File: src/rtl/mips_multicycle_control_pkg.sv
// Shared encodings for the multicycle MIPS main control FSM: opcodes, states,
// ALUOp / PCSource / ALUSrcB codes and the packed control word.
package mips_multicycle_control_pkg;

  localparam logic [5:0] OP_RTYPE = 6'b000000;
  localparam logic [5:0] OP_LW    = 6'b100011;
  localparam logic [5:0] OP_SW    = 6'b101011;
  localparam logic [5:0] OP_BEQ   = 6'b000100;
  localparam logic [5:0] OP_J     = 6'b000010;
  localparam logic [5:0] OP_ADDI  = 6'b001000;

  typedef enum logic [3:0] {
    ST_FETCH  = 4'd0,
    ST_DECODE = 4'd1,
    ST_MEMADR = 4'd2,
    ST_MEMRD  = 4'd3,
    ST_MEMWB  = 4'd4,
    ST_MEMWR  = 4'd5,
    ST_EXEC   = 4'd6,
    ST_ALUWB  = 4'd7,
    ST_BRANCH = 4'd8,
    ST_JUMP   = 4'd9,
    ST_ADDIEX = 4'd10,
    ST_ADDIWB = 4'd11
  } state_e;

  localparam logic [1:0] ALUOP_ADD   = 2'b00;
  localparam logic [1:0] ALUOP_SUB   = 2'b01;
  localparam logic [1:0] ALUOP_FUNCT = 2'b10;

  localparam logic [1:0] PCSRC_ALU    = 2'b00;
  localparam logic [1:0] PCSRC_ALUOUT = 2'b01;
  localparam logic [1:0] PCSRC_JUMP   = 2'b10;

  localparam logic [1:0] SRCB_B      = 2'b00;
  localparam logic [1:0] SRCB_FOUR   = 2'b01;
  localparam logic [1:0] SRCB_IMM    = 2'b10;
  localparam logic [1:0] SRCB_IMM_SH = 2'b11;

  typedef struct packed {
    logic       pc_write;
    logic       pc_write_cond;
    logic       ior_d;
    logic       mem_read;
    logic       mem_write;
    logic       mem_to_reg;
    logic       ir_write;
    logic [1:0] pc_source;
    logic [1:0] alu_op;
    logic       alu_src_a;
    logic [1:0] alu_src_b;
    logic       reg_write;
    logic       reg_dst;
    logic       instr_done;
  } ctrl_t;

  // DECODE dispatch; unsupported opcodes fall back to FETCH.
  function automatic state_e decode_next(logic [5:0] op, logic addi_en);
    state_e nxt;
    nxt = ST_FETCH;
    case (op)
      OP_LW, OP_SW: nxt = ST_MEMADR;
      OP_RTYPE:     nxt = ST_EXEC;
      OP_BEQ:       nxt = ST_BRANCH;
      OP_J:         nxt = ST_JUMP;
      OP_ADDI:      nxt = addi_en ? ST_ADDIEX : ST_FETCH;
      default:      nxt = ST_FETCH;
    endcase
    return nxt;
  endfunction

  function automatic logic op_supported(logic [5:0] op, logic addi_en);
    return (decode_next(op, addi_en) != ST_FETCH);
  endfunction

endpackage

File: src/rtl/mips_multicycle_control_if.sv
// Control bus between the main control FSM (master) and the datapath (slave).
interface mips_multicycle_control_if;
  logic [5:0] opcode;
  logic       PCWrite;
  logic       PCWriteCond;
  logic       IorD;
  logic       MemRead;
  logic       MemWrite;
  logic       MemtoReg;
  logic       IRWrite;
  logic [1:0] PCSource;
  logic [1:0] ALUOp;
  logic       ALUSrcA;
  logic [1:0] ALUSrcB;
  logic       RegWrite;
  logic       RegDst;
  logic [3:0] state;
  logic       instr_done;
  logic       illegal_op;

  modport master (
    input  opcode,
    output PCWrite, PCWriteCond, IorD, MemRead, MemWrite, MemtoReg, IRWrite,
           PCSource, ALUOp, ALUSrcA, ALUSrcB, RegWrite, RegDst, state,
           instr_done, illegal_op
  );

  modport slave (
    output opcode,
    input  PCWrite, PCWriteCond, IorD, MemRead, MemWrite, MemtoReg, IRWrite,
           PCSource, ALUOp, ALUSrcA, ALUSrcB, RegWrite, RegDst, state,
           instr_done, illegal_op
  );
endinterface

File: src/rtl/mips_multicycle_control_outdecode.sv
// Moore output decode: maps the FSM state to the datapath control word.
module mips_multicycle_control_outdecode
  import mips_multicycle_control_pkg::*;
(
  input  logic [3:0] state_i,
  output ctrl_t      ctrl_o
);

  always_comb begin
    ctrl_o = '0;
    case (state_i)
      ST_FETCH: begin
        ctrl_o.mem_read  = 1'b1;
        ctrl_o.ir_write  = 1'b1;
        ctrl_o.alu_src_b = SRCB_FOUR;
        ctrl_o.pc_write  = 1'b1;
        ctrl_o.alu_op    = ALUOP_ADD;
        ctrl_o.pc_source = PCSRC_ALU;
      end
      ST_DECODE: begin
        ctrl_o.alu_src_b = SRCB_IMM_SH;
        ctrl_o.alu_op    = ALUOP_ADD;
      end
      ST_MEMADR, ST_ADDIEX: begin
        ctrl_o.alu_src_a = 1'b1;
        ctrl_o.alu_src_b = SRCB_IMM;
        ctrl_o.alu_op    = ALUOP_ADD;
      end
      ST_MEMRD: begin
        ctrl_o.mem_read = 1'b1;
        ctrl_o.ior_d    = 1'b1;
      end
      ST_MEMWB: begin
        ctrl_o.reg_write  = 1'b1;
        ctrl_o.mem_to_reg = 1'b1;
        ctrl_o.instr_done = 1'b1;
      end
      ST_MEMWR: begin
        ctrl_o.mem_write  = 1'b1;
        ctrl_o.ior_d      = 1'b1;
        ctrl_o.instr_done = 1'b1;
      end
      ST_EXEC: begin
        ctrl_o.alu_src_a = 1'b1;
        ctrl_o.alu_src_b = SRCB_B;
        ctrl_o.alu_op    = ALUOP_FUNCT;
      end
      ST_ALUWB: begin
        ctrl_o.reg_write  = 1'b1;
        ctrl_o.reg_dst    = 1'b1;
        ctrl_o.instr_done = 1'b1;
      end
      ST_BRANCH: begin
        ctrl_o.alu_src_a     = 1'b1;
        ctrl_o.alu_src_b     = SRCB_B;
        ctrl_o.alu_op        = ALUOP_SUB;
        ctrl_o.pc_write_cond = 1'b1;
        ctrl_o.pc_source     = PCSRC_ALUOUT;
        ctrl_o.instr_done    = 1'b1;
      end
      ST_JUMP: begin
        ctrl_o.pc_write   = 1'b1;
        ctrl_o.pc_source  = PCSRC_JUMP;
        ctrl_o.instr_done = 1'b1;
      end
      ST_ADDIWB: begin
        ctrl_o.reg_write  = 1'b1;
        ctrl_o.instr_done = 1'b1;
      end
      default: ctrl_o = '0;
    endcase
  end

endmodule

File: src/rtl/mips_multicycle_control.sv
// Main control FSM for the multicycle MIPS datapath: state register,
// opcode-driven next-state logic and reset gating of the write enables.
//
// state  | meaning
// FETCH  | read instruction, IR <= mem[PC], PC <= PC + 4
// DECODE | read registers, ALUOut <= branch target, dispatch on opcode
// MEMADR | ALUOut <= A + signext(imm) for lw/sw
// MEMRD  | MDR <= mem[ALUOut]
// MEMWB  | rt <= MDR (lw done)
// MEMWR  | mem[ALUOut] <= B (sw done)
// EXEC   | ALUOut <= A op B using funct
// ALUWB  | rd <= ALUOut (R-type done)
// BRANCH | compare A/B, PC <= ALUOut if zero (beq done)
// JUMP   | PC <= jump target (j done)
// ADDIEX | ALUOut <= A + signext(imm)
// ADDIWB | rt <= ALUOut (addi done)
module mips_multicycle_control
  import mips_multicycle_control_pkg::*;
#(
  parameter int ENABLE_ADDI = 1
) (
  input  logic                         clk,
  input  logic                         reset,
  mips_multicycle_control_if.master    bus
);

  localparam logic ADDI_EN = (ENABLE_ADDI != 0);

  state_e state_q;
  state_e state_d;
  ctrl_t  ctrl;
  logic   illegal_raw;

  always_ff @(posedge clk) begin
    if (reset) state_q <= ST_FETCH;
    else       state_q <= state_d;
  end

  always_comb begin
    state_d = ST_FETCH;
    case (state_q)
      ST_FETCH:  state_d = ST_DECODE;
      ST_DECODE: state_d = decode_next(bus.opcode, ADDI_EN);
      // Opcode is taken live from the IR here rather than latched in DECODE.
      ST_MEMADR: state_d = (bus.opcode == OP_SW) ? ST_MEMWR : ST_MEMRD;
      ST_MEMRD:  state_d = ST_MEMWB;
      ST_EXEC:   state_d = ST_ALUWB;
      ST_ADDIEX: state_d = ST_ADDIWB;
      default:   state_d = ST_FETCH;
    endcase
  end

  assign illegal_raw = (state_q == ST_DECODE) && !op_supported(bus.opcode, ADDI_EN);

  mips_multicycle_control_outdecode u_outdecode (
    .state_i (state_q),
    .ctrl_o  (ctrl)
  );

  // Side-effecting strobes are held low for the whole reset window.
  assign bus.PCWrite     = ctrl.pc_write      & ~reset;
  assign bus.PCWriteCond = ctrl.pc_write_cond & ~reset;
  assign bus.IRWrite     = ctrl.ir_write      & ~reset;
  assign bus.MemRead     = ctrl.mem_read      & ~reset;
  assign bus.MemWrite    = ctrl.mem_write     & ~reset;
  assign bus.RegWrite    = ctrl.reg_write     & ~reset;
  assign bus.instr_done  = ctrl.instr_done    & ~reset;
  assign bus.illegal_op  = illegal_raw        & ~reset;

  assign bus.IorD     = ctrl.ior_d;
  assign bus.MemtoReg = ctrl.mem_to_reg;
  assign bus.PCSource = ctrl.pc_source;
  assign bus.ALUOp    = ctrl.alu_op;
  assign bus.ALUSrcA  = ctrl.alu_src_a;
  assign bus.ALUSrcB  = ctrl.alu_src_b;
  assign bus.RegDst   = ctrl.reg_dst;
  assign bus.state    = state_q;

endmodule

File: src/flat_wrapper.sv
// flat-port wrapper written by rule: the top's interface ports become plain ports
module mips_multicycle_control_flat import mips_multicycle_control_pkg::*;
#(
  parameter int ENABLE_ADDI = 1
)
  (clk, reset, bus_opcode, bus_PCWrite, bus_PCWriteCond, bus_IorD, bus_MemRead, bus_MemWrite, bus_MemtoReg, bus_IRWrite, bus_PCSource, bus_ALUOp, bus_ALUSrcA, bus_ALUSrcB, bus_RegWrite, bus_RegDst, bus_state, bus_instr_done, bus_illegal_op);
  mips_multicycle_control_if bus_i ();
  input  logic clk;
  input  logic reset;
  input wire logic [$bits(bus_i.opcode)-1:0] bus_opcode;
  output wire logic [$bits(bus_i.PCWrite)-1:0] bus_PCWrite;
  output wire logic [$bits(bus_i.PCWriteCond)-1:0] bus_PCWriteCond;
  output wire logic [$bits(bus_i.IorD)-1:0] bus_IorD;
  output wire logic [$bits(bus_i.MemRead)-1:0] bus_MemRead;
  output wire logic [$bits(bus_i.MemWrite)-1:0] bus_MemWrite;
  output wire logic [$bits(bus_i.MemtoReg)-1:0] bus_MemtoReg;
  output wire logic [$bits(bus_i.IRWrite)-1:0] bus_IRWrite;
  output wire logic [$bits(bus_i.PCSource)-1:0] bus_PCSource;
  output wire logic [$bits(bus_i.ALUOp)-1:0] bus_ALUOp;
  output wire logic [$bits(bus_i.ALUSrcA)-1:0] bus_ALUSrcA;
  output wire logic [$bits(bus_i.ALUSrcB)-1:0] bus_ALUSrcB;
  output wire logic [$bits(bus_i.RegWrite)-1:0] bus_RegWrite;
  output wire logic [$bits(bus_i.RegDst)-1:0] bus_RegDst;
  output wire logic [$bits(bus_i.state)-1:0] bus_state;
  output wire logic [$bits(bus_i.instr_done)-1:0] bus_instr_done;
  output wire logic [$bits(bus_i.illegal_op)-1:0] bus_illegal_op;
  assign bus_i.opcode = bus_opcode;
  assign bus_PCWrite = bus_i.PCWrite;
  assign bus_PCWriteCond = bus_i.PCWriteCond;
  assign bus_IorD = bus_i.IorD;
  assign bus_MemRead = bus_i.MemRead;
  assign bus_MemWrite = bus_i.MemWrite;
  assign bus_MemtoReg = bus_i.MemtoReg;
  assign bus_IRWrite = bus_i.IRWrite;
  assign bus_PCSource = bus_i.PCSource;
  assign bus_ALUOp = bus_i.ALUOp;
  assign bus_ALUSrcA = bus_i.ALUSrcA;
  assign bus_ALUSrcB = bus_i.ALUSrcB;
  assign bus_RegWrite = bus_i.RegWrite;
  assign bus_RegDst = bus_i.RegDst;
  assign bus_state = bus_i.state;
  assign bus_instr_done = bus_i.instr_done;
  assign bus_illegal_op = bus_i.illegal_op;
  mips_multicycle_control #(.ENABLE_ADDI(ENABLE_ADDI)) u_core (.clk(clk), .reset(reset), .bus(bus_i));
endmodule
File: config.mk
export PLATFORM = sky130hd
export DESIGN_NAME = mips_multicycle_control_flat
export DESIGN_NICKNAME = d
export VERILOG_FILES = /design/src/rtl/mips_multicycle_control_pkg.sv /design/src/rtl/mips_multicycle_control_if.sv /design/src/rtl/mips_multicycle_control_outdecode.sv /design/src/rtl/mips_multicycle_control.sv /design/src/flat_wrapper.sv
export SDC_FILE = /design/constraint.sdc
export NUM_CORES = 1
export LEC_CHECK = 0
export CORE_MARGIN = 2
export CORE_UTILIZATION = 39
export CTS_CLUSTER_DIAMETER = 100
export DETAILED_ROUTE_END_ITERATION = 7
export GPL_ROUTABILITY_DRIVEN = 1
export PLACE_DENSITY = 0.84
export SLEW_MARGIN = 20
export SYNTH_ARGS = -nofsm -noshare
export SYNTH_HDL_FRONTEND = slang
export SYNTH_SLANG_ARGS = --single-unit
File: constraint.sdc
create_clock -name clk -period 3.02 [get_ports clk]
set_clock_uncertainty 0.2 [all_clocks]
set_input_delay 0.604 -clock clk [delete_from_list [all_inputs] [get_ports clk]]
set_output_delay 0.604 -clock clk [all_outputs]
set_load 0.02 [all_outputs]
==> flow_summary_export.csv, run 1 <==
group,metric,value,unit
clocking,clk_latency,230,ps
run_status,outcome,"complete, no violations",
floorplan,placementRows,13,
route,num_vias,681,
worst_setup_path,cp_slowest_stage_delay,660,ps
route,dr_vias_cell,5.58,
power,p_int,0.137,mW
worst_setup_path,crit_required,2220,ps
route,routedWlPerCell,13.7,µm
power,max-vdd-ir-drop,0.000221,V
cells_and_area,ratio_of_cells_with_drive_above_1_in_the_final_layout,14.0,%
logic_synthesis,syn_nets,80,
clocking,path_clk_slew,40,ps
floorplan,die-height,40.3,µm
sta,achievable-frequency,0.340,GHz
power,seq_power_share,30.3,%
power,switching_power_as_a_share_of_total_power,29.9,%
logic_synthesis,synthDominantAreaCellType,"sky130_fd_sc_hd__dfxtp_1",
logic_synthesis,synth-seq-area-share,15.6,%
worst_setup_path,reg2reg_setup_slack,1230,ps
min_path,holdPathStages,2,
floorplan,die_w,40.3,µm
min_path,hold-path-endpoint,"u_core.bus.state[3]",
worst_setup_path,reg2reg_to,"u_core.bus.state[1]",
global_routing,grt_remaining_overflow,0,
floorplan,fp.dieArea,1620,µm²
power,p_leak,0.344,nW
route,detail_route.wirelength,1670,µm
route,detail_route.iter0.violations,18,
worst_setup_path,crit_path_start_kind,"input pin",
worst_setup_path,launch_point_of_the_worst_reg_to_reg_path,"u_core.bus.state[1]",
place,buffer_ports.inserted,29,
place,final_weighted_congestion_in_routability_driven_placement,0.797,
logic_synthesis,syn_avg_cell_area,7.12,µm²
cells_and_area,mostFrequentLayoutCells,"sky130_fd_sc_hd__clkdlybuf4s50_1, sky130_fd_sc_hd__nor2_1, sky130_fd_sc_hd__buf_4",
logic_synthesis,syn-instance-count,72,
worst_setup_path,cp_slowest_cell,"sky130_fd_sc_hd__clkdlybuf4s50_1",
floorplan,io_pins,30,
worst_setup_path,worst_path_most_repeated_cell,"sky130_fd_sc_hd__clkdlybuf4s50_1",
logic_synthesis,number_of_flip_flops_and_latches_in_the_synthesized_netlist,4,
cells_and_area,diodes,0,
clocking,clock_tree_from_tritoncts,"built",
flow_run,max-cap-violations,0,
worst_setup_path,worst-path-max-fanout,8,
clocking,htree_num_levels,1,
power,switchingPower,0.0586,mW
place,dp.cells,119,
place,pre_cts_setup_slack,-53.2,ps
worst_setup_path,critical_path_class,"in2out",
global_routing,first_global_vias,614,
route,drc,0,
sta,finalHoldViolCount,0,
clocking,clock_tree_root,"sky130_fd_sc_hd__clkbuf_4",
worst_setup_path,r2r_cells,3,
sta,relSlewSlack,66.2,%
cells_and_area,area_delta_synth_final,71.2,%
power,design_power_total,0.196,mW
cells_and_area,final_cells,122,
cells_and_area,final_nets,117,
worst_setup_path,timing.critical_path.to_type,"output pin",
logic_synthesis,synth_area,513,µm²
sta,timing.final.setup_violations,0,
power,pwr_per_cell_area,223,nW/µm²
sta,timing_worst_slew_pin_value,507,ps
global_routing,grt_start_max_net_pins,16,
clocking,tritoncts_num_sinks,4,
worst_setup_path,cp_cell_sequence,"clkdlybuf4s50_1 -> buf_4 -> nor4b_1 -> clkdlybuf4s50_1",
route,antenna_violating_nets_post_route,0,
global_routing,globalRouteTotalUtil,23.7,%
clocking,max-clock-path-buffers,2,
worst_setup_path,cp_data_arrival_time,2140,ps
min_path,hold_path.class,"reg2reg",
floorplan,core,1270,µm²
place,place.detailed.hpwl,1320,µm
floorplan,initial_utilization,40.4,%
power,comb_power_share,37.1,%
sta,maxSlewViolCount,0,
route,drtPass1Iterations,4,
clocking,cts_setup_buffers,0,
cells_and_area,fin_util,69.2,%
cells_and_area,largest_register_ff_count,4,
sta,period_share,97.3,%
power,clock_power_share,32.6,%
min_path,holdCritStartpoint,"u_core.bus.state[3]",
logic_synthesis,synth_top_cell_area_share,15.6,%
cells_and_area,mostFrequentLayoutCell,"sky130_fd_sc_hd__clkdlybuf4s50_1",
sta,final_critical_path_time_including_i_o_delays_and_setup,2940,ps
sta,grt_setup_unrepaired,"no",
global_routing,number_of_antenna_violations_at_the_first_check_in_global_routing,0,
logic_synthesis,synth_area_leaders,"sky130_fd_sc_hd__dfxtp_1, sky130_fd_sc_hd__nor2_1, sky130_fd_sc_hd__xor2_1",
logic_synthesis,yosysWarningCount,0,
sta,finalWorstSetupSlack,80.6,ps
global_routing,grt_pass1_wl,2590,µm
clocking,cts_inserted_buffers,3,
logic_synthesis,post_synth_num_cell_types,36,
## layout make-up
cell class                      instances  area [µm²]
Tap cell                               15        18.8
Clock buffer                            3        22.5
Inverter                                2        7.51
Fill cell                             130         390
Sequential cell                         4        80.1
Multi-Input combinational cell         60         393
Timing Repair Buffer                   38         357
## per-stage QoR
stage	TNS, ps	instance area, µm²	hold slack [ps]
finish	0	878	589
global route	0	878	603
CTS	0	878	575
detailed placement	-53.2	857	569
global placement	-15.0	857	521
floorplan	0	513	558
## kinds of logic after synthesis
family | Yosys count | synth area share [%]
AO/OA/AOI/OAI | 15 | 23.2
AND/OR/NAND/NOR | 40 | 44.9
flip-flops | 4 | 15.6
buffers and inverters | 8 | 7.81
XOR/XNOR | 5 | 8.54
## routing by layer
layer	track usage, %	routed length [µm]	share of wire [%]	vias to the layer above
met5	0	0	0	-
met4	0	0	0	0
met3	7.22	91	5.4	0
met2	49.2	865	52	24
met1	23.8	715	43	318
li1	-	-	-	339
## power by group through the flow
| stage | sequential (mW) | clock, mW | combinational, mW |
|---|---|---|---|
| floorplan | 0.0587 | 0 | 0.0345 |
| global placement | 0.0598 | 0 | 0.0714 |
| detailed placement | 0.0599 | 0 | 0.0730 |
| CTS | 0.0590 | 0.0674 | 0.0724 |
| global route | 0.0598 | 0.0730 | 0.0777 |
| finish | 0.0594 | 0.0638 | 0.0727 |
## critical path: cells and delay by family
| kind | cells | cell delay, ps |
|---|---|---|
| buffers and inverters | 3 | 1250 |
| and+or+nand+nor | 1 | 280 |
## timing repair
item	in CTS	in global routing
setup endpoints to repair	1	0
hold buffers	0	0
hold endpoints to repair	0	0
gates resized for setup	1	0
## cells in the mapped netlist
master,count
sky130_fd_sc_hd__or3_1,2
sky130_fd_sc_hd__a311oi_2,1
sky130_fd_sc_hd__nand2b_1,4
sky130_fd_sc_hd__clkbuf_1,3
sky130_fd_sc_hd__nand2_1,3
sky130_fd_sc_hd__dfxtp_1,4
sky130_fd_sc_hd__xnor2_1,1
sky130_fd_sc_hd__or2_4,1
sky130_fd_sc_hd__buf_2,2
sky130_fd_sc_hd__a31oi_1,1
sky130_fd_sc_hd__o21bai_1,1
sky130_fd_sc_hd__or2_1,1
sky130_fd_sc_hd__o21ai_0,1
sky130_fd_sc_hd__nor3b_1,2
sky130_fd_sc_hd__nand3_1,1
sky130_fd_sc_hd__nor2b_1,1
sky130_fd_sc_hd__nor4b_1,3
sky130_fd_sc_hd__nand4b_1,1
sky130_fd_sc_hd__o211ai_1,1
sky130_fd_sc_hd__xor2_1,4
sky130_fd_sc_hd__a22o_1,1
sky130_fd_sc_hd__nand4_1,2
sky130_fd_sc_hd__buf_6,1
sky130_fd_sc_hd__and4_2,1
sky130_fd_sc_hd__a311oi_1,1
sky130_fd_sc_hd__nand3b_1,1
sky130_fd_sc_hd__a21boi_0,1
sky130_fd_sc_hd__o21a_1,1
sky130_fd_sc_hd__nor3_1,5
sky130_fd_sc_hd__nor4_1,2
sky130_fd_sc_hd__nor2_1,10
sky130_fd_sc_hd__a2111o_1,1
sky130_fd_sc_hd__o211a_1,1
sky130_fd_sc_hd__a211o_1,1
sky130_fd_sc_hd__inv_1,2
sky130_fd_sc_hd__a21oi_1,3
## worst max-delay path by stage
stage / cells after the start / end / slack, ps / from
after CTS: 4 / bus_MemRead / 60 / reset
after detailed placement: 5 / bus_illegal_op / -50 / bus_opcode[2]
after global routing: 4 / bus_IRWrite / 10 / reset
final: 4 / bus_MemRead / 80 / reset
after floorplan: 4 / bus_RegWrite / 260 / u_core.bus.state[2]
after global placement: 5 / bus_illegal_op / -20 / bus_opcode[3]
Note: power is estimated with default switching activity, not from simulation.
==> inputs of run 2 (changes only) <==
--- a/config.mk
+++ b/config.mk
@@ -11,6 +11,7 @@
 export DETAILED_ROUTE_END_ITERATION = 7
 export GPL_ROUTABILITY_DRIVEN = 1
 export PLACE_DENSITY = 0.84
+export SKIP_LAST_GASP = 1
 export SLEW_MARGIN = 20
 export SYNTH_ARGS = -nofsm -noshare
 export SYNTH_HDL_FRONTEND = slang
==> results of run 2 <==
Same layout as run 1: the final DEF is identical, and so are final timing and power.
